`src/rtl/ibex_wbq_pkg.sv`:
```
// ibex_wbq_pkg
// Shared definitions for the register-file write-back queue.
//   WbqMaxPush     : most entries that can be enqueued in one cycle.
//   WbqDataWidth   : default write-back data width.
//   wbq_entry_t    : one queued write-back (destination register + data).
//   wbq_free_slots : free entries from a depth and an occupancy count.
package ibex_wbq_pkg;

  localparam int unsigned WbqMaxPush   = 32'd2;
  localparam int unsigned WbqDataWidth = 32'd32;

  typedef struct packed {
    logic [4:0]              addr;
    logic [WbqDataWidth-1:0] data;
  } wbq_entry_t;

  // Saturates at zero so an out-of-range count can never read as spare room.
  function automatic int unsigned wbq_free_slots(input int unsigned depth,
                                                 input int unsigned count);
    if (count >= depth) begin
      return 32'd0;
    end else begin
      return depth - count;
    end
  endfunction

endpackage

```
`src/rtl/ibex_rf_wb_queue_if.sv`:
```
// ibex_rf_wb_queue_if
// Handshake and register-file bus of the write-back queue.
//   lsu_* : LSU write-back request (req/addr/wdata) and its grant.
//   ex_*  : EX write-back request (req/addr/wdata) and its grant.
//   rf_*  : register file write port (we/waddr/wdata).
// master: the producer / register-file side.
// slave : the queue itself.
interface ibex_rf_wb_queue_if #(
  parameter int unsigned DataWidth = 32
) ();

  logic                 lsu_req;
  logic [4:0]           lsu_addr;
  logic [DataWidth-1:0] lsu_wdata;
  logic                 lsu_gnt;

  logic                 ex_req;
  logic [4:0]           ex_addr;
  logic [DataWidth-1:0] ex_wdata;
  logic                 ex_gnt;

  logic                 rf_we;
  logic [4:0]           rf_waddr;
  logic [DataWidth-1:0] rf_wdata;

  modport master (
    output lsu_req, lsu_addr, lsu_wdata, ex_req, ex_addr, ex_wdata,
    input  lsu_gnt, ex_gnt, rf_we, rf_waddr, rf_wdata
  );

  modport slave (
    input  lsu_req, lsu_addr, lsu_wdata, ex_req, ex_addr, ex_wdata,
    output lsu_gnt, ex_gnt, rf_we, rf_waddr, rf_wdata
  );

endinterface

```
`src/rtl/ibex_wbq_fifo.sv`:
```
// ibex_wbq_fifo
// Circular buffer accepting up to two pushes and one pop per cycle.
//   clk_i, rst_i          : clock, asynchronous active-high reset.
//   push0_i/push0_data_i  : first (older) entry to enqueue.
//   push1_i/push1_data_i  : second entry; only honoured together with push0_i.
//   pop_i                 : remove the head entry (ignored when empty).
//   head_o                : head entry, straight from storage.
//   count_o               : occupied entries.
//   valid_o/entries_o     : per-slot occupancy and raw storage for lookups.
// The caller guarantees pushes never exceed free space.
module ibex_wbq_fifo
  import ibex_wbq_pkg::*;
#(
  parameter int unsigned Depth = 4,
  parameter int unsigned Width = 37
) (
  input  logic                    clk_i,
  input  logic                    rst_i,
  input  logic                    push0_i,
  input  logic [Width-1:0]        push0_data_i,
  input  logic                    push1_i,
  input  logic [Width-1:0]        push1_data_i,
  input  logic                    pop_i,
  output logic [Width-1:0]        head_o,
  output logic [$clog2(Depth):0]  count_o,
  output logic [Depth-1:0]        valid_o,
  output logic [Width-1:0]        entries_o [Depth]
);

  localparam int unsigned PtrW = $clog2(Depth);
  localparam int unsigned CntW = PtrW + 1;

  logic [Width-1:0] mem_q [Depth];
  logic [Width-1:0] mem_d [Depth];
  logic [PtrW-1:0]  wptr_q, wptr_d;
  logic [PtrW-1:0]  rptr_q, rptr_d;
  logic [CntW-1:0]  count_q, count_d;
  logic             pop_s;
  logic             push1_s;

  assign pop_s   = pop_i && (count_q != {CntW{1'b0}});
  assign push1_s = push0_i && push1_i;

  // Next-state for storage, pointers and occupancy; pointers wrap by width.
  always_comb begin
    mem_d  = mem_q;
    wptr_d = wptr_q;
    if (push0_i) begin
      mem_d[wptr_q] = push0_data_i;
      if (push1_s) begin
        mem_d[wptr_q + PtrW'(1)] = push1_data_i;
        wptr_d = wptr_q + PtrW'(2);
      end else begin
        wptr_d = wptr_q + PtrW'(1);
      end
    end else begin
      wptr_d = wptr_q;
    end
    if (pop_s) begin
      rptr_d = rptr_q + PtrW'(1);
    end else begin
      rptr_d = rptr_q;
    end
    count_d = count_q + CntW'(push0_i) + CntW'(push1_s) - CntW'(pop_s);
  end

  // State registers; reset empties the buffer.
  always_ff @(posedge clk_i or posedge rst_i) begin
    if (rst_i) begin
      wptr_q  <= {PtrW{1'b0}};
      rptr_q  <= {PtrW{1'b0}};
      count_q <= {CntW{1'b0}};
      for (int i = 0; i < Depth; i++) begin
        mem_q[i] <= {Width{1'b0}};
      end
    end else begin
      wptr_q  <= wptr_d;
      rptr_q  <= rptr_d;
      count_q <= count_d;
      for (int i = 0; i < Depth; i++) begin
        mem_q[i] <= mem_d[i];
      end
    end
  end

  // Slot i is live when its distance from the head is below the count.
  always_comb begin
    valid_o = {Depth{1'b0}};
    for (int i = 0; i < Depth; i++) begin
      valid_o[i] = ({1'b0, PtrW'(i) - rptr_q}) < count_q;
    end
  end

  assign head_o    = mem_q[rptr_q];
  assign count_o   = count_q;
  assign entries_o = mem_q;

endmodule

```
`src/rtl/ibex_rf_wb_queue.sv`:
```
// ibex_rf_wb_queue
// In-order write-back queue in front of the single register-file write port.
//   clk_i, rst_i         : clock, asynchronous active-high reset.
//   wb (slave)           : LSU / EX write-back handshakes and rf write port.
//   raddr_a_i/raddr_b_i  : ID read addresses.
//   pending_a_o/_b_o     : a queued write targets that read address.
//   count_o              : occupied entries.
//   err_o                : registered pulse, illegal RV32E address accepted.
// LSU wins arbitration and is enqueued ahead of EX when both are granted.
// x0 and illegal RV32E writes are granted but dropped. The head drains every
// cycle the queue is non-empty; the register file cannot stall it.
module ibex_rf_wb_queue
  import ibex_wbq_pkg::*;
#(
  parameter int unsigned DataWidth = 32,
  parameter int unsigned Depth     = 4,
  parameter bit          RV32E     = 1'b0
) (
  input  logic                   clk_i,
  input  logic                   rst_i,
  ibex_rf_wb_queue_if.slave      wb,
  input  logic [4:0]             raddr_a_i,
  input  logic [4:0]             raddr_b_i,
  output logic                   pending_a_o,
  output logic                   pending_b_o,
  output logic [$clog2(Depth):0] count_o,
  output logic                   err_o
);

  localparam int unsigned CntW   = $clog2(Depth) + 1;
  localparam int unsigned EntryW = 5 + DataWidth;

  typedef struct packed {
    logic [4:0]           addr;
    logic [DataWidth-1:0] data;
  } entry_t;

  logic [CntW-1:0]   count_s;
  int unsigned       free_s;
  logic              lsu_gnt_s, ex_gnt_s;
  logic              lsu_legal_s, ex_legal_s;
  logic              lsu_push_s, ex_push_s;
  logic              push0_s, push1_s, pop_s;
  entry_t            lsu_entry_s, ex_entry_s, push0_entry_s, head_s;
  logic [EntryW-1:0] fifo_head_s;
  logic [EntryW-1:0] fifo_mem_s [Depth];
  logic [Depth-1:0]  fifo_valid_s;
  logic              pend_a_s, pend_b_s;
  logic              err_d, err_q;

  // Credit comes from the registered count only; a same-cycle pop adds none.
  assign free_s = wbq_free_slots(Depth, 32'(count_s));

  // Arbitration: LSU first, EX only if room remains after a possible LSU push.
  always_comb begin
    lsu_gnt_s = 1'b0;
    ex_gnt_s  = 1'b0;
    if (rst_i) begin
      lsu_gnt_s = 1'b0;
      ex_gnt_s  = 1'b0;
    end else begin
      lsu_gnt_s = wb.lsu_req && (free_s >= 32'd1);
      ex_gnt_s  = wb.ex_req && ((free_s >= WbqMaxPush) ||
                                ((free_s >= 32'd1) && !wb.lsu_req));
    end
  end

  // Drop x0 and illegal writes; compact surviving pushes so slot 0 is oldest.
  always_comb begin
    lsu_legal_s       = !(RV32E && wb.lsu_addr[4]);
    ex_legal_s        = !(RV32E && wb.ex_addr[4]);
    lsu_push_s        = lsu_gnt_s && (wb.lsu_addr != 5'd0) && lsu_legal_s;
    ex_push_s         = ex_gnt_s && (wb.ex_addr != 5'd0) && ex_legal_s;
    lsu_entry_s.addr  = wb.lsu_addr;
    lsu_entry_s.data  = wb.lsu_wdata;
    ex_entry_s.addr   = wb.ex_addr;
    ex_entry_s.data   = wb.ex_wdata;
    push0_s           = lsu_push_s || ex_push_s;
    push1_s           = lsu_push_s && ex_push_s;
    push0_entry_s     = lsu_push_s ? lsu_entry_s : ex_entry_s;
    err_d             = RV32E ? ((lsu_gnt_s && !lsu_legal_s) ||
                                 (ex_gnt_s && !ex_legal_s)) : 1'b0;
  end

  assign pop_s = (count_s != {CntW{1'b0}});

  ibex_wbq_fifo #(
    .Depth (Depth),
    .Width (EntryW)
  ) u_fifo (
    .clk_i        (clk_i),
    .rst_i        (rst_i),
    .push0_i      (push0_s),
    .push0_data_i (push0_entry_s),
    .push1_i      (push1_s),
    .push1_data_i (ex_entry_s),
    .pop_i        (pop_s),
    .head_o       (fifo_head_s),
    .count_o      (count_s),
    .valid_o      (fifo_valid_s),
    .entries_o    (fifo_mem_s)
  );

  assign head_s = fifo_head_s;

  // Register-file port: head entry while non-empty, all zeros otherwise.
  always_comb begin
    wb.rf_we = pop_s;
    if (pop_s) begin
      wb.rf_waddr = head_s.addr;
      wb.rf_wdata = head_s.data;
    end else begin
      wb.rf_waddr = 5'd0;
      wb.rf_wdata = {DataWidth{1'b0}};
    end
  end

  // Pending lookup over live entries, including the head being written now.
  always_comb begin
    pend_a_s = 1'b0;
    pend_b_s = 1'b0;
    for (int i = 0; i < Depth; i++) begin
      pend_a_s = pend_a_s | (fifo_valid_s[i] &&
                             (fifo_mem_s[i][EntryW-1 -: 5] == raddr_a_i));
      pend_b_s = pend_b_s | (fifo_valid_s[i] &&
                             (fifo_mem_s[i][EntryW-1 -: 5] == raddr_b_i));
    end
    pending_a_o = pend_a_s && (raddr_a_i != 5'd0);
    pending_b_o = pend_b_s && (raddr_b_i != 5'd0);
  end

  // Error pulse register.
  always_ff @(posedge clk_i or posedge rst_i) begin
    if (rst_i) begin
      err_q <= 1'b0;
    end else begin
      err_q <= err_d;
    end
  end

  assign wb.lsu_gnt = lsu_gnt_s;
  assign wb.ex_gnt  = ex_gnt_s;
  assign count_o    = count_s;
  assign err_o      = err_q;

endmodule

```
`src/flat_wrapper.sv`:
```
// flat-port wrapper written by rule: the top's interface ports become plain ports
module ibex_rf_wb_queue_flat import ibex_wbq_pkg::*;
#(
  parameter int unsigned DataWidth = 32,
  parameter int unsigned Depth     = 4,
  parameter bit          RV32E     = 1'b0
)
  (clk_i, rst_i, raddr_a_i, raddr_b_i, pending_a_o, pending_b_o, count_o, err_o, wb_lsu_req, wb_lsu_addr, wb_lsu_wdata, wb_ex_req, wb_ex_addr, wb_ex_wdata, wb_lsu_gnt, wb_ex_gnt, wb_rf_we, wb_rf_waddr, wb_rf_wdata);
  ibex_rf_wb_queue_if #(.DataWidth(DataWidth)) wb_i ();
  input  logic clk_i;
  input  logic rst_i;
  input  logic [4:0] raddr_a_i;
  input  logic [4:0] raddr_b_i;
  output logic pending_a_o;
  output logic pending_b_o;
  output logic [$clog2(Depth):0] count_o;
  output logic err_o;
  input wire logic [$bits(wb_i.lsu_req)-1:0] wb_lsu_req;
  input wire logic [$bits(wb_i.lsu_addr)-1:0] wb_lsu_addr;
  input wire logic [$bits(wb_i.lsu_wdata)-1:0] wb_lsu_wdata;
  input wire logic [$bits(wb_i.ex_req)-1:0] wb_ex_req;
  input wire logic [$bits(wb_i.ex_addr)-1:0] wb_ex_addr;
  input wire logic [$bits(wb_i.ex_wdata)-1:0] wb_ex_wdata;
  output wire logic [$bits(wb_i.lsu_gnt)-1:0] wb_lsu_gnt;
  output wire logic [$bits(wb_i.ex_gnt)-1:0] wb_ex_gnt;
  output wire logic [$bits(wb_i.rf_we)-1:0] wb_rf_we;
  output wire logic [$bits(wb_i.rf_waddr)-1:0] wb_rf_waddr;
  output wire logic [$bits(wb_i.rf_wdata)-1:0] wb_rf_wdata;
  assign wb_i.lsu_req = wb_lsu_req;
  assign wb_i.lsu_addr = wb_lsu_addr;
  assign wb_i.lsu_wdata = wb_lsu_wdata;
  assign wb_i.ex_req = wb_ex_req;
  assign wb_i.ex_addr = wb_ex_addr;
  assign wb_i.ex_wdata = wb_ex_wdata;
  assign wb_lsu_gnt = wb_i.lsu_gnt;
  assign wb_ex_gnt = wb_i.ex_gnt;
  assign wb_rf_we = wb_i.rf_we;
  assign wb_rf_waddr = wb_i.rf_waddr;
  assign wb_rf_wdata = wb_i.rf_wdata;
  ibex_rf_wb_queue #(.DataWidth(DataWidth), .Depth(Depth), .RV32E(RV32E)) u_core (.clk_i(clk_i), .rst_i(rst_i), .wb(wb_i), .raddr_a_i(raddr_a_i), .raddr_b_i(raddr_b_i), .pending_a_o(pending_a_o), .pending_b_o(pending_b_o), .count_o(count_o), .err_o(err_o));
endmodule
```
`config.mk`:
```
export PLATFORM = sky130hd
export DESIGN_NAME = ibex_rf_wb_queue_flat
export DESIGN_NICKNAME = d
export VERILOG_FILES = /design/src/rtl/ibex_wbq_pkg.sv /design/src/rtl/ibex_rf_wb_queue_if.sv /design/src/rtl/ibex_wbq_fifo.sv /design/src/rtl/ibex_rf_wb_queue.sv /design/src/flat_wrapper.sv
export SDC_FILE = /design/constraint.sdc
export NUM_CORES = 1
export LEC_CHECK = 0
export CAP_MARGIN = 15
export CORE_ASPECT_RATIO = 1.4
export CORE_UTILIZATION = 53
export CTS_BUF_LIST = sky130_fd_sc_hd__clkbuf_4
export DETAILED_ROUTE_END_ITERATION = 7
export MAX_ROUTING_LAYER = met4
export PLACE_DENSITY = 0.85
export SYNTH_ARGS = -nofsm -noshare
export SYNTH_HDL_FRONTEND = slang
export SYNTH_SLANG_ARGS = --single-unit
export TNS_END_PERCENT = 30
```
`constraint.sdc`:
```
create_clock -name clk_i -period 8.9 [get_ports clk_i]
set_input_delay 1.335 -clock clk_i [delete_from_list [all_inputs] [get_ports clk_i]]
set_output_delay 1.335 -clock clk_i [all_outputs]
set_load 0.01 [all_outputs]
```
# After elaboration in Yosys (flattened, before gate mapping)
# Cells that the tools add are included.
[totals]
inputBits = 88
rom_bits = 0
latch_bits = 0
regBits = 155
word_cells = 91
memories = 0
ramBits = 0
output_inout_bits = 46
[op_classes]
n_reduce_logical = 27
bitwise_logic = 9
n_div = 0
n_mux = 17
n_mul = 0
addsub = 11
n_lt_le_gt_ge = 12
eq_ne = 8
shifts = 0
[ops]
columns = ["op", "n"]
rows = [
  ["148-bit bitwise mux", 2],
  ["37-bit 2-to-1 mux", 5],
  ["37-bit demux with 2-bit select", 2],
  ["148-bit 2-to-1 mux", 1],
  ["37-bit binary-select mux with 2-bit select", 1],
  ["32-bit 2-to-1 mux", 2],
  ["5-bit equality test", 8],
  ["32-bit by 1-bit >= comparator with 1-bit output (second input constant)", 1],
  ["32-bit by 2-bit >= comparator with 1-bit output (second input constant)", 1],
  ["5-bit nonzero test", 4],
  ["1-bit logical AND", 19],
  ["3-bit >= comparator (second input constant)", 4],
  ["2-bit by 3-bit < comparator with 1-bit output", 4],
  ["2-bit inverter with 3-bit output", 3],
  ["3-bit by 1-bit adder with 3-bit output", 2],
  ["3-bit by 1-bit < comparator with 1-bit output (second input constant)", 2],
  ["1-bit bitwise OR", 6],
  ["5-bit 2-to-1 mux", 1],
  ["2-bit by 1-bit adder with 2-bit output (second input constant)", 2],
  ["1-bit by 2-bit subtractor with 2-bit output (first input constant)", 2],
  ["2-bit subtractor (first input constant)", 2],
  ["3-bit by 3-bit subtractor with 4-bit output (first input constant)", 1],
  ["3-bit nonzero test", 1],
  ["3-bit by 1-bit subtractor with 3-bit output", 1],
  ["5 further kinds", 7],
]

# Longest topological paths before layout
# Gate-level depths: netlist (run 1).
[logic_depth]
ltp_word = 12
depth_mapped = 13

# Modules after synthesis
# Synthesis (run 1) repeated with hierarchy kept, for this count alone.
[hier_totals]
hier_cells = 914
hier_area_um2 = 9794.4
[by_module_without_submodules]
columns = ["module", "cells_each", "area_per_inst_um2", "instances"]
rows = [
  ["ibex_wbq_fifo", 744, 8474.4, 1],
  ["ibex_rf_wb_queue", 170, 1320.0, 1],
]

# Least setup slack after synthesis (run 1)
# Ideal clock, no wire load.
[synth_timing]
path_type = "input-to-reg"
start = "input wb_lsu_addr[0]"
end = "register u_core.u_fifo.count_q[2] (netlist: u_core.u_fifo.count_o[2])"
stages = 11
arrival_time_ns = 3.781
path_buffers = 1
slack_ns = 4.998
setup_ns = 0.122
cell_sequence = "or4_1 > o21ai_2 > buf_2 > inv_1 > ha_1 > inv_1 > ha_1 > inv_1 > fa_1 > fa_1 > xor2_1"
[synth_between]
elab_chain_cells = 6
elab_cells_between_ends = 8
classes_between = "add/sub: 3; reduce/logical: 5"
[synth_rtl]
columns = ["element", "line", "text"]
rows = [
  ["from (decl)", "flat_wrapper.sv:19", "input wire logic [$bits(wb_i.lsu_addr)-1:0] wb_lsu_addr;"],
  ["5-bit nonzero test *", "ibex_rf_wb_queue.sv:72", "lsu_push_s = lsu_gnt_s && (wb.lsu_addr != 5'd0) && lsu_legal_s;"],
  ["1-bit logical AND *", "ibex_rf_wb_queue.sv:72", ""],
  ["1-bit logical OR / 1-bit logical AND (equally long branches)", "ibex_rf_wb_queue.sv:78, ibex_rf_wb_queue.sv:79", ""],
  ["3-bit by 1-bit adder with 3-bit output / 1-bit logical AND (equally long branches)", "ibex_wbq_fifo.sv:64, ibex_wbq_fifo.sv:42", ""],
  ["3-bit by 1-bit adder with 3-bit output *", "ibex_wbq_fifo.sv:64", "count_d = count_q + CntW'(push0_i) + CntW'(push1_s) - CntW'(pop_s);"],
  ["3-bit by 1-bit subtractor with 3-bit output *", "ibex_wbq_fifo.sv:64", ""],
  ["named net u_core.u_fifo.count_d[2]", "ibex_wbq_fifo.sv:37", "logic [CntW-1:0] count_q, count_d;"],
  ["to (signal assigned)", "ibex_wbq_fifo.sv:72", "count_q <= {CntW{1'b0}};"],
  ["to (signal assigned)", "ibex_wbq_fifo.sv:79", "count_q <= count_d;"],
  ["to (decl)", "ibex_wbq_fifo.sv:37", ""],
]
# The timed path passes the listed nets; every way through them passes the cells marked *.
# A chain may end at the register's enable or synchronous reset.

# Worst setup path in the final report (run 1)
[layout_timing]
start = "input wb_lsu_addr[0]"
end = "register u_core.u_fifo.mem_q (netlist bit u_core.u_fifo.entries_o[55])"
[layout_between]
elab_cells_between_ends = 9
classes_between = "mux: 4; reduce/logical: 5"
[layout_rtl]
columns = ["element", "line", "text"]
rows = [
  ["5-bit nonzero test *", "ibex_rf_wb_queue.sv:72", ""],
  ["1-bit logical AND *", "ibex_rf_wb_queue.sv:72", ""],
  ["1-bit logical OR *", "ibex_rf_wb_queue.sv:78", "push0_s = lsu_push_s || ex_push_s;"],
  ["named net u_core.push0_s", "ibex_rf_wb_queue.sv:43", "logic push0_s, push1_s, pop_s;"],
  ["1-bit logical AND", "ibex_wbq_fifo.sv:42", "assign push1_s = push0_i && push1_i;"],
  ["148-bit 2-to-1 mux", "ibex_wbq_fifo.sv:50", "if (push1_s) begin"],
  ["to (signal, indexed assignment)", "ibex_wbq_fifo.sv:74", "mem_q[i] <= {Width{1'b0}};"],
  ["to (signal, indexed assignment)", "ibex_wbq_fifo.sv:81", "mem_q[i] <= mem_d[i];"],
  ["to (decl)", "ibex_wbq_fifo.sv:33", "logic [Width-1:0] mem_q [Depth];"],
]
# Marks and branches as above.

==> results of run 1 <==
==> registers in the layout, summed over array words and instances, names as in the netlist <==
signal	count
u_core.u_fifo.rptr_q	2
u_core.u_fifo.wptr_q	2
u_core.u_fifo.count_o	3
u_core.u_fifo.entries_o	148
==> worst max path at each step <==
| stage | from | to | slack, ns | cells after the start |
|---|---|---|---|---|
| final | wb_lsu_addr[0] | u_core.u_fifo.entries_o[55]$_DFFE_PP0P_ | 3.90 | 9 |
| after detailed placement | wb_lsu_addr[0] | u_core.u_fifo.entries_o[55]$_DFFE_PP0P_ | 3.35 | 9 |
| after floorplan | rst_i | u_core.u_fifo.count_o[0]$_DFF_PP0_ | 3.39 | 1 |
| after global placement | wb_lsu_addr[0] | u_core.u_fifo.entries_o[42]$_DFFE_PP0P_ | 3.42 | 9 |
| after global routing | wb_lsu_addr[0] | u_core.u_fifo.entries_o[37]$_DFFE_PP0P_ | 3.69 | 9 |
| after CTS | wb_lsu_addr[0] | u_core.u_fifo.entries_o[55]$_DFFE_PP0P_ | 3.94 | 9 |
==> critical path, delay by kind of cell <==
kind / cells / cell delay (ns)
adders and majority gates: 1 / 0.90
and+or+nand+nor: 2 / 1.24
AOI/OAI and AO/OA: 2 / 0.26
buffers and inverters: 4 / 1.66
==> where the power goes <==
group | internal (mW) | leakage, nW | switching [mW]
Clock | 0.234 | 0.182 | 0.271
Sequential | 1.02 | 1.96 | 0.244
Combinational | 0.994 | 2.30 | 0.878
==> logic make-up after synthesis <==
group,share of synthesized area (%)
xor+xnor,4.40
buf+inv,4.10
mux,13.4
fa+ha+maj,2.89
compound gates,22.9
simple gates,7.99
flops,44.3
other cells,0.0428
==> metal layers <==
| layer | GRT usage [%] | part of all wire [%] |
|---|---|---|
| met1 | 36.5 | 37 |
| met3 | 4.73 | 8.1 |
| met2 | 49.2 | 50 |
| met4 | 16.1 | 4.2 |
| met5 | - | 0 |
==> cells in the final DEF, fill, tap and decap left out, types with 2 or more instances in the layout <==
| master | synthesis | layout |
|---|---|---|
| nor4_1 | 10 | 10 |
| o21ai_4 | 0 | 5 |
| o22ai_1 | 2 | 2 |
| and2_1 | 41 | 37 |
| xor2_1 | 19 | 19 |
| fa_1 | 2 | 2 |
| buf_4 | 2 | 10 |
| nand2b_1 | 3 | 2 |
| mux4_2 | 37 | 37 |
| and2_2 | 0 | 4 |
| xnor2_1 | 25 | 25 |
| clkinv_4 | 0 | 2 |
| o311a_1 | 2 | 2 |
| a21oi_1 | 3 | 3 |
| inv_6 | 0 | 5 |
| nor3_1 | 2 | 2 |
| a22oi_1 | 153 | 153 |
| nand3_1 | 13 | 13 |
| inv_8 | 0 | 2 |
| o21ai_0 | 140 | 140 |
| o21ai_1 | 14 | 10 |
| clkdlybuf4s50_1 | 0 | 132 |
| bufinv_16 | 0 | 4 |
| mux2i_1 | 34 | 34 |
| clkbuf_4 | 0 | 18 |
| ha_1 | 17 | 16 |
| nor2_1 | 4 | 4 |
| nand2_1 | 5 | 5 |
| inv_1 | 14 | 13 |
| dfrtp_2 | 0 | 2 |
| or4_1 | 2 | 2 |
| dfrtp_1 | 155 | 153 |
| nor2b_1 | 38 | 38 |
| o21ba_2 | 2 | 2 |
==> layout make-up <==
| class | count | area (sq um) | area share, % |
|---|---|---|---|
| antenna | 1 | 2.50 | 0.0237 |
| clock buffer | 18 | 135 | 1.28 |
| clock inverter | 14 | 208 | 1.97 |
| inverter | 15 | 61.3 | 0.582 |
| multi-input combinational | 571 | 4580 | 43.5 |
| sequential | 155 | 3880 | 36.8 |
| tap | 199 | 249 | 2.36 |
| timing repair buffer | 143 | 1420 | 13.5 |
==> per-stage QoR <==
stage / worst slack (ns) / utilization (%) / std cells / cell area, sq um
4_1_cts: 3.94 / 65.0 / 1114 / 10500
5_1_grt: 3.69 / 65.2 / 1116 / 10500
2_1_floorplan: 3.39 / - / 813 / 8760
6_report: 3.90 / 65.2 / 1116 / 10500
3_3_place_gp: 3.42 / 62.9 / 1082 / 10200
3_5_place_dp: 3.35 / 62.9 / 1082 / 10200
==> flow_metrics.py, run 1 <==
metrics = {
    "sta": {
        "timing.hold.ws_ns": 0.522,
        "rsz0062_at_grt": "false",
        "relSlewSlack_pct": 19.9,
        "tightest_slew_ns": 1.20,
        "period_share_pct": 56.2,
        "post-route-min-period_ns": 5.00,
        "slew_viol_final": 0,
        "hold_viol_final": 0,
        "setup_violations": 0,
        "finalSetupTns_ns": 0,
        "skew_ns": 0.0244,
        "max_freq_mhz": 200,
    },
    "grt": {
        "grt-ovfl-total": 0,
        "grt_pass1_vias": 7535,
        "grt_start_max_net_pins": 98,
        "antenna_found_initial": 1,
        "grt_usage_pct": 30.3,
        "grt_pass1_wl_mm": 39.3,
    },
    "yosys": {
        "synthMostInstantiatedCell": "dfrtp_1",
        "synth.ff_latch_count": 155,
        "yosys-top-cells-count": "155 x dfrtp_1, 153 x a22oi_1, 140 x o21ai_0, 59 x clkbuf_1, 41 x and2_1",
        "ys_types": 34,
        "async_flop_share_pct": 100,
        "syn_inst": 813,
        "synth_nets": 920,
        "synth.cell_area_sq_um": 8760,
        "yosysSeqAreaShare_pct": 44.3,
        "synth_edf_count": 0,
        "synthTopCellsByArea": "dfrtp_1 44%, a22oi_1 13%, mux4_2 9.5%, o21ai_0 8.0%, mux2i_1 3.9%",
        "synth_area_leader_cell": "dfrtp_1",
        "synth_top_area_share_pct": 44.3,
        "ys.flop_type": "dfrtp_1",
        "syn_avg_cell_area_sq_um": 10.8,
        "yosys_warnings": 0,
    },
    "finish": {
        "nets": 1010,
        "drive_gt1_share_pct": 10.6,
        "syn2layout_area_growth_pct": 20.4,
        "fillCellCount": 1221,
    },
    "worst_setup_path": {
        "critPathRequiredTime_ns": 9.33,
        "worst_setup_path_start_kind": "input port",
        "crit_path_top_delay_cell": "ha_2",
        "worstPathMaxFanout": 39,
        "crit_top_cell": "buf_4",
        "worstPathArrival_ns": 5.44,
        "worstSetupPathType": "input port to flip-flop",
        "r2r_end": "u_core.u_fifo.entries_o[55]$_DFFE_PP0P_",
        "worst_setup_path_end_kind": "flip-flop",
        "worst-r2r-setup-slack_ns": 4.29,
        "slowest_delay_ns": 0.90,
        "rr_worst_depth": 10,
        "worstPathCellList": "clkdlybuf4s50_1, or4_1, o21ai_4, buf_4, ha_2, inv_2, nand3_1, buf_4, o21ai_0",
        "r2r_start": "u_core.u_fifo.count_o[0]$_DFF_PP0_",
    },
    "placed_design": {
        "dpl.hpwl_mm": 15.5,
        "place.gp.congestion": 0.913,
        "io_buffers": 132,
    },
    "pwr": {
        "power_leakage_nw": 4.44,
        "irDropWorstVdd_v": 0.000273,
        "p_per_area_nw_per_um2": 345,
        "p_total_mw": 3.64,
    },
    "worst_hold_path": {
        "min_path_type": "flip-flop to flip-flop",
        "whs_endpoint": "u_core.u_fifo.entries_o[88]$_DFFE_PP0P_",
        "worstHoldStart": "u_core.u_fifo.entries_o[88]$_DFFE_PP0P_",
        "hold_path_depth": 2,
    },
    "route": {
        "wire_per_inst_um": 22.0,
        "drtPass1Iterations": 6,
        "drt-total-wl_mm": 24.5,
        "drtIter0Drc": 694,
        "via_per_inst": 6.66,
        "drc": 0,
        "drtAntennaViolNets": 0,
        "num_vias": 7434,
    },
    "cts": {
        "clk_latency_ns": 0.57,
        "cts_tree": "built",
        "cts_buffers": 17,
        "hold_buffers": 0,
        "cts-root-buf": "clkbuf_4",
        "ctsResizeCount": 0,
        "postCtsSetupBuffers": 0,
        "htree_num_levels": 4,
        "numClockSinks": 155,
        "cts_max_path_buffers": 2,
        "path_clk_slew_ns": 0.12,
    },
    "die": {
        "ios": 134,
        "die_h_um": 154,
        "die-area_sq_um": 17000,
        "dieWidth_um": 111,
        "initial_core_util_pct": 54.1,
        "core_area_sq_um": 16200,
        "rows": 55,
    },
    "flow_run": {
        "maxCapViolations": 0,
    },
    "outcome": {
        "run_status": "finished, final reports clean",
    },
}
No activity file was read; power rests on OpenSTA's default activity.
==> run 2, diff against run 1 <==
--- a/config.mk
+++ b/config.mk
@@ -7,7 +7,7 @@
 export LEC_CHECK = 0
 export CAP_MARGIN = 15
 export CORE_ASPECT_RATIO = 1.4
-export CORE_UTILIZATION = 53
+export CORE_UTILIZATION = 51
 export CTS_BUF_LIST = sky130_fd_sc_hd__clkbuf_4
 export DETAILED_ROUTE_END_ITERATION = 7
 export MAX_ROUTING_LAYER = met4
==> constraint.sdc (replaced) <==
create_clock -name clk_i -period 4.6 [get_ports clk_i]
set_input_delay 0.69 -clock clk_i [delete_from_list [all_inputs] [get_ports clk_i]]
set_output_delay 0.69 -clock clk_i [all_outputs]
set_load 0.01 [all_outputs]
==> run 2 against run 1 <==
Sequential share of layout area is essentially flat. Clock power grew 64%. Clock skew shrank 0.011 ns. Critical endpoint is now pending_a_o. Highest routed layer unchanged.
==> flow_metrics.py, run 2 (same netlist as run 1, synthesis figures left out) <==
metrics = {
    "placed_design": {
        "io_buffers": 132,
        "dpl.hpwl_mm": 16.0,
        "place.gp.congestion": 0.961,
        "place_area_sq_um": 10300,
        "dp_slack_ns": 0.520,
    },
    "worst_setup_path": {
        "worstPathArrival_ns": 3.36,
        "slowest_delay_ns": 0.88,
        "rr_worst_depth": 9,
        "critPathRequiredTime_ns": 3.91,
        "worstPathCellList": "xor2_1, inv_1, ha_1, nand2b_1, o22ai_1, nor4_1, nor4_1, a21oi_1, clkdlybuf4s50_1",
        "crit_path_top_delay_cell": "dfrtp_2",
        "path_delay_family": "flip-flops",
        "critPathBufInv": 2,
        "worstSetupPathType": "flip-flop to primary output",
        "worstPathMaxFanout": 22,
        "crit_top_cell": "nor4_1",
        "worst-r2r-setup-slack_ns": 0.86,
        "r2r_end": "u_core.u_fifo.entries_o[131]$_DFFE_PP0P_",
        "worst_setup_path_start_kind": "flip-flop",
        "cp-startpoint": "u_core.u_fifo.rptr_q[0]$_DFFE_PP0N_",
        "worst_setup_path_end_kind": "primary output",
        "r2r_start": "u_core.u_fifo.count_o[1]$_DFF_PP0_",
    },
    "route": {
        "route.met2.wl_mm": 12.7,
        "drtAntennaViolNets": 0,
        "num_vias": 7510,
        "drt-total-wl_mm": 25.1,
        "highest_layer": "met4",
        "wire_per_inst_um": 22.3,
        "drc": 0,
        "met3WireLength_mm": 2.08,
        "via_per_inst": 6.67,
        "drtIter0Drc": 602,
        "wl_met1_mm": 9.44,
        "drtPass1Iterations": 8,
    },
    "finish": {
        "postLayoutCellArea_sq_um": 10500,
        "drive_gt1_share_pct": 11.3,
        "largest_register_ffs": 148,
        "final_cell_mix": "153 x a22oi_1, 153 x dfrtp_1, 140 x o21ai_0",
        "syn2layout_area_growth_pct": 20.5,
        "final_util_pct": 63.0,
        "nets": 1016,
    },
    "cts": {
        "numClockSinks": 155,
        "cts_buffers": 17,
        "clk_latency_ns": 0.58,
        "hold_buffers": 0,
        "cts-root-buf": "clkbuf_4",
        "cts_tree": "built",
        "path_clk_slew_ns": 0.13,
        "htree_num_levels": 4,
        "postCtsSetupBuffers": 0,
        "ctsResizeCount": 0,
        "cts_max_path_buffers": 2,
    },
    "pwr": {
        "p_total_mw": 6.90,
        "power_leakage_nw": 4.44,
        "irDropWorstVdd_v": 0.000438,
        "p_per_area_nw_per_um2": 654,
    },
    "die": {
        "core_area_sq_um": 16700,
        "ios": 134,
        "die_h_um": 157,
        "die-area_sq_um": 17700,
        "rows": 56,
        "initial_core_util_pct": 52.3,
        "dieWidth_um": 113,
    },
    "grt": {
        "grt_usage_pct": 30.4,
        "grt_start_max_net_pins": 65,
        "grt-ovfl-total": 0,
        "antenna_found_initial": 1,
        "grt_pass1_wl_mm": 40.2,
        "grt_pass1_vias": 7626,
    },
    "outcome": {
        "run_status": "finished, final reports clean",
    },
    "worst_hold_path": {
        "worstHoldStart": "u_core.u_fifo.entries_o[99]$_DFFE_PP0P_",
        "hold_path_depth": 2,
        "min_path_type": "flip-flop to flip-flop",
        "whs_endpoint": "u_core.u_fifo.entries_o[99]$_DFFE_PP0P_",
    },
    "sta": {
        "rsz0062_at_grt": "false",
        "hold_viol_final": 0,
        "finalSetupTns_ns": 0,
        "max_freq_mhz": 247,
        "post-route-min-period_ns": 4.05,
        "setup_violations": 0,
        "period_share_pct": 88.1,
        "tightest_slew_ns": 1.08,
        "slew_viol_final": 0,
        "fin_ws_ns": 0.548,
        "relSlewSlack_pct": 27.6,
        "skew_ns": 0.0135,
    },
    "flow_run": {
        "maxCapViolations": 0,
    },
}
-- run 2: changes by cell type in the layout (fill, tap and decap cells not counted), sizes merged --
cell / change
buf: +6
bufinv: -2
inv: -4
clkbuf: -1
clkinvlp: +2
clkinv: +5
-- run 2: per-stage QoR --
| step | hold WS, ns | instances |
|---|---|---|
| global route | 0.547 | 1126 |
| CTS | 0.523 | 1125 |
| floorplan | 0.468 | 813 |
| finish | 0.517 | 1126 |
| detailed placement | 0.490 | 1093 |
| global placement | 0.481 | 1093 |
-- run 2: how the worst max path moves through the flow --
stage | slack (ns) | end | cells after the start
after floorplan | 1.34 | u_core.u_fifo.count_o[2]$_DFF_PP0_ | 11
after global placement | 0.57 | u_core.u_fifo.count_o[2]$_DFF_PP0_ | 9
after detailed placement | 0.52 | u_core.u_fifo.entries_o[45]$_DFFE_PP0P_ | 9
after CTS | 0.50 | pending_a_o | 9
after global routing | 0.34 | pending_a_o | 9
final | 0.55 | pending_a_o | 9
-- run 2: routing by layer --
layer	track usage (%)	vias to the layer above
met4	16.9	0
met1	36.7	3738
met3	4.08	84
li1	-	3252
met5	-	-
met2	49.8	436
-- run 2: area by class of cell --
type / instances / area, sq um
Fill cell: 1315 / 6200
Multi-Input combinational cell: 571 / 4600
Sequential cell: 155 / 3880
Timing Repair Buffer: 149 / 1470
Tap cell: 203 / 254
Clock inverter: 15 / 149
Clock buffer: 17 / 128
Inverter: 15 / 60.1
Antenna cell: 1 / 2.50
-- run 2: power by group --
group,switching [mW],total (mW),leakage (nW),internal (mW)
sequential,0.521,2.49,1.96,1.96
combinational,1.67,3.59,2.33,1.92
clock,0.504,0.826,0.145,0.321
total,2.69,6.90,4.44,4.21
-- run 2: tightest hold or removal path, delay by kind of cell, from the launching register on --
family             cells  cell delay (ns)
AOI/OAI and AO/OA      2             0.12
DFF                    1             0.37
==> run 3, diff against run 2 <==
--- a/config.mk
+++ b/config.mk
@@ -10,7 +10,6 @@
 export CORE_UTILIZATION = 51
 export CTS_BUF_LIST = sky130_fd_sc_hd__clkbuf_4
 export DETAILED_ROUTE_END_ITERATION = 7
-export MAX_ROUTING_LAYER = met4
 export PLACE_DENSITY = 0.85
 export SYNTH_ARGS = -nofsm -noshare
 export SYNTH_HDL_FRONTEND = slang
==> run 3 against run 2 <==
Sequential share of layout area unchanged. Register-to-register slack barely moved. Critical path depth stayed put. Global-route usage down 0.81 points. Total power about the same. First-iteration DRC count increased by 3.3%. Core utilization stayed put. Non-clock buffer count is the same. Clock-buffer cell count unchanged. Via count barely moved. Combinational power about the same.
==> flow_metrics.py, run 3 (same netlist as run 1, synthesis figures left out) <==
metrics = {
    "sta": {
        "skew_ns": 0.0140,
        "post-route-min-period_ns": 4.06,
        "period_share_pct": 88.2,
        "slew_viol_final": 0,
        "hold_viol_final": 0,
        "rsz0062_at_grt": "false",
        "max_freq_mhz": 246,
        "setup_violations": 0,
        "tightest_slew_ns": 1.04,
        "finalSetupTns_ns": 0,
        "relSlewSlack_pct": 30.1,
    },
    "cts": {
        "numClockSinks": 155,
        "clk_latency_ns": 0.59,
        "cts_tree": "built",
        "postCtsSetupBuffers": 0,
        "cts-root-buf": "clkbuf_4",
        "path_clk_slew_ns": 0.13,
        "hold_buffers": 0,
        "htree_num_levels": 4,
        "cts_max_path_buffers": 2,
        "ctsResizeCount": 0,
        "cts_buffers": 17,
    },
    "flow_run": {
        "maxCapViolations": 0,
    },
    "finish": {
        "syn2layout_area_growth_pct": 20.5,
        "nets": 1016,
        "drive_gt1_share_pct": 11.3,
        "fillCellCount": 1315,
        "postLayoutCellArea_sq_um": 10500,
        "stdcell_count": 1126,
        "largest_register_ffs": 148,
        "final_cell_mix": "153 x a22oi_1, 153 x dfrtp_1, 140 x o21ai_0",
    },
    "die": {
        "initial_core_util_pct": 52.3,
        "die-area_sq_um": 17700,
        "core_area_sq_um": 16700,
        "die_h_um": 157,
        "dieWidth_um": 113,
        "rows": 56,
        "ios": 134,
    },
    "placed_design": {
        "dp_cells": 1093,
        "place.gp.congestion": 0.944,
        "place_area_sq_um": 10300,
        "io_buffers": 132,
        "dpl.hpwl_mm": 16.0,
    },
    "worst_setup_path": {
        "worstSetupPathType": "flip-flop to primary output",
        "path_delay_family": "flip-flops",
        "crit_path_top_delay_cell": "dfrtp_2",
        "crit_top_cell": "nor4_1",
        "critPathRequiredTime_ns": 3.91,
        "worst_setup_path_start_kind": "flip-flop",
        "worstPathArrival_ns": 3.37,
        "worstPathMaxFanout": 22,
        "worst_setup_path_end_kind": "primary output",
        "critPathBufInv": 2,
        "slowest_delay_ns": 0.87,
        "worstPathCellList": "xor2_1, inv_1, ha_1, nand2b_1, o22ai_1, nor4_1, nor4_1, a21oi_1, clkdlybuf4s50_1",
    },
    "pwr": {
        "power_leakage_nw": 4.44,
        "irDropWorstVdd_v": 0.000438,
        "p_per_area_nw_per_um2": 654,
    },
    "route": {
        "via_per_inst": 6.67,
        "drtPass1Iterations": 6,
        "num_vias": 7512,
        "drt-total-wl_mm": 25.2,
        "wire_per_inst_um": 22.4,
        "drtAntennaViolNets": 0,
        "drtIter0Drc": 622,
        "drc": 0,
    },
    "grt": {
        "grt_pass1_wl_mm": 40.2,
        "grt_usage_pct": 29.6,
        "antenna_found_initial": 1,
        "grt-ovfl-total": 0,
        "grt_start_max_net_pins": 65,
        "grt_pass1_vias": 7617,
    },
    "worst_hold_path": {
        "min_path_type": "flip-flop to flip-flop",
    },
    "outcome": {
        "run_status": "finished, final reports clean",
    },
}
==> run 3: per-stage QoR <==
step | util [%] | hold slack, ns | total power, mW | setup WS, ns
after floorplan | - | 0.468 | 4.66 | 1.34
after global placement | 61.3 | 0.481 | 5.93 | 0.572
after detailed placement | 61.3 | 0.490 | 6.07 | 0.520
after CTS | 63.0 | 0.523 | 6.88 | 0.495
after global routing | 63.0 | 0.547 | 7.33 | 0.333
final | 63.0 | 0.517 | 6.90 | 0.541
==> run 3: path summary, 6_finish.rpt <==
kind                                                                 end                                    start  depth (start not counted)  slack [ns]
worst min register to register   u_core.u_fifo.entries_o[99]$_DFFE_PP0P_  u_core.u_fifo.entries_o[99]$_DFFE_PP0P_                          2        0.52
worst min-delay path             u_core.u_fifo.entries_o[99]$_DFFE_PP0P_  u_core.u_fifo.entries_o[99]$_DFFE_PP0P_                          2        0.52
max in group asynchronous       u_core.u_fifo.entries_o[114]$_DFFE_PP0P_                                    rst_i                          3        3.09
min in group asynchronous        u_core.u_fifo.entries_o[31]$_DFFE_PP0P_                                    rst_i                          2        0.63
worst max-delay path                                         pending_a_o      u_core.u_fifo.rptr_q[0]$_DFFE_PP0N_                          9        0.54
worst max register to register   u_core.u_fifo.entries_o[20]$_DFFE_PP0P_       u_core.u_fifo.count_o[0]$_DFF_PP0_                          9        0.87
==> run 3: layout make-up <==
class / instances / area, sq um / share of cell area, %
clock buffers: 17 / 128 / 1.21
flip-flops and latches: 155 / 3880 / 36.8
well taps: 203 / 254 / 2.41
repair buffers: 149 / 1470 / 14.0
inverters: 15 / 60.1 / 0.569
diodes: 1 / 2.50 / 0.0237
multi-input cells: 571 / 4600 / 43.6
clock inverters: 15 / 149 / 1.41
==> run 3: tightest hold or removal path, delay by kind of cell (launching register included) <==
kind,cells,cell delay [ns]
flip-flops,1,0.37
AO/OA/AOI/OAI,2,0.12
==> run 3: per-layer routing <==
metal	GRT usage, %	part of all wire (%)	vias to the layer above
met5	0	0	-
met4	15.5	3.9	0
met3	4.93	8.0	90
met2	50.0	51	428
met1	36.7	38	3736
li1	-	-	3258
==> run 3: where the power goes <==
group | switching (mW) | internal, mW
clock network | 0.504 | 0.321
logic | 1.67 | 1.92
registers | 0.522 | 1.96
total | 2.69 | 4.21
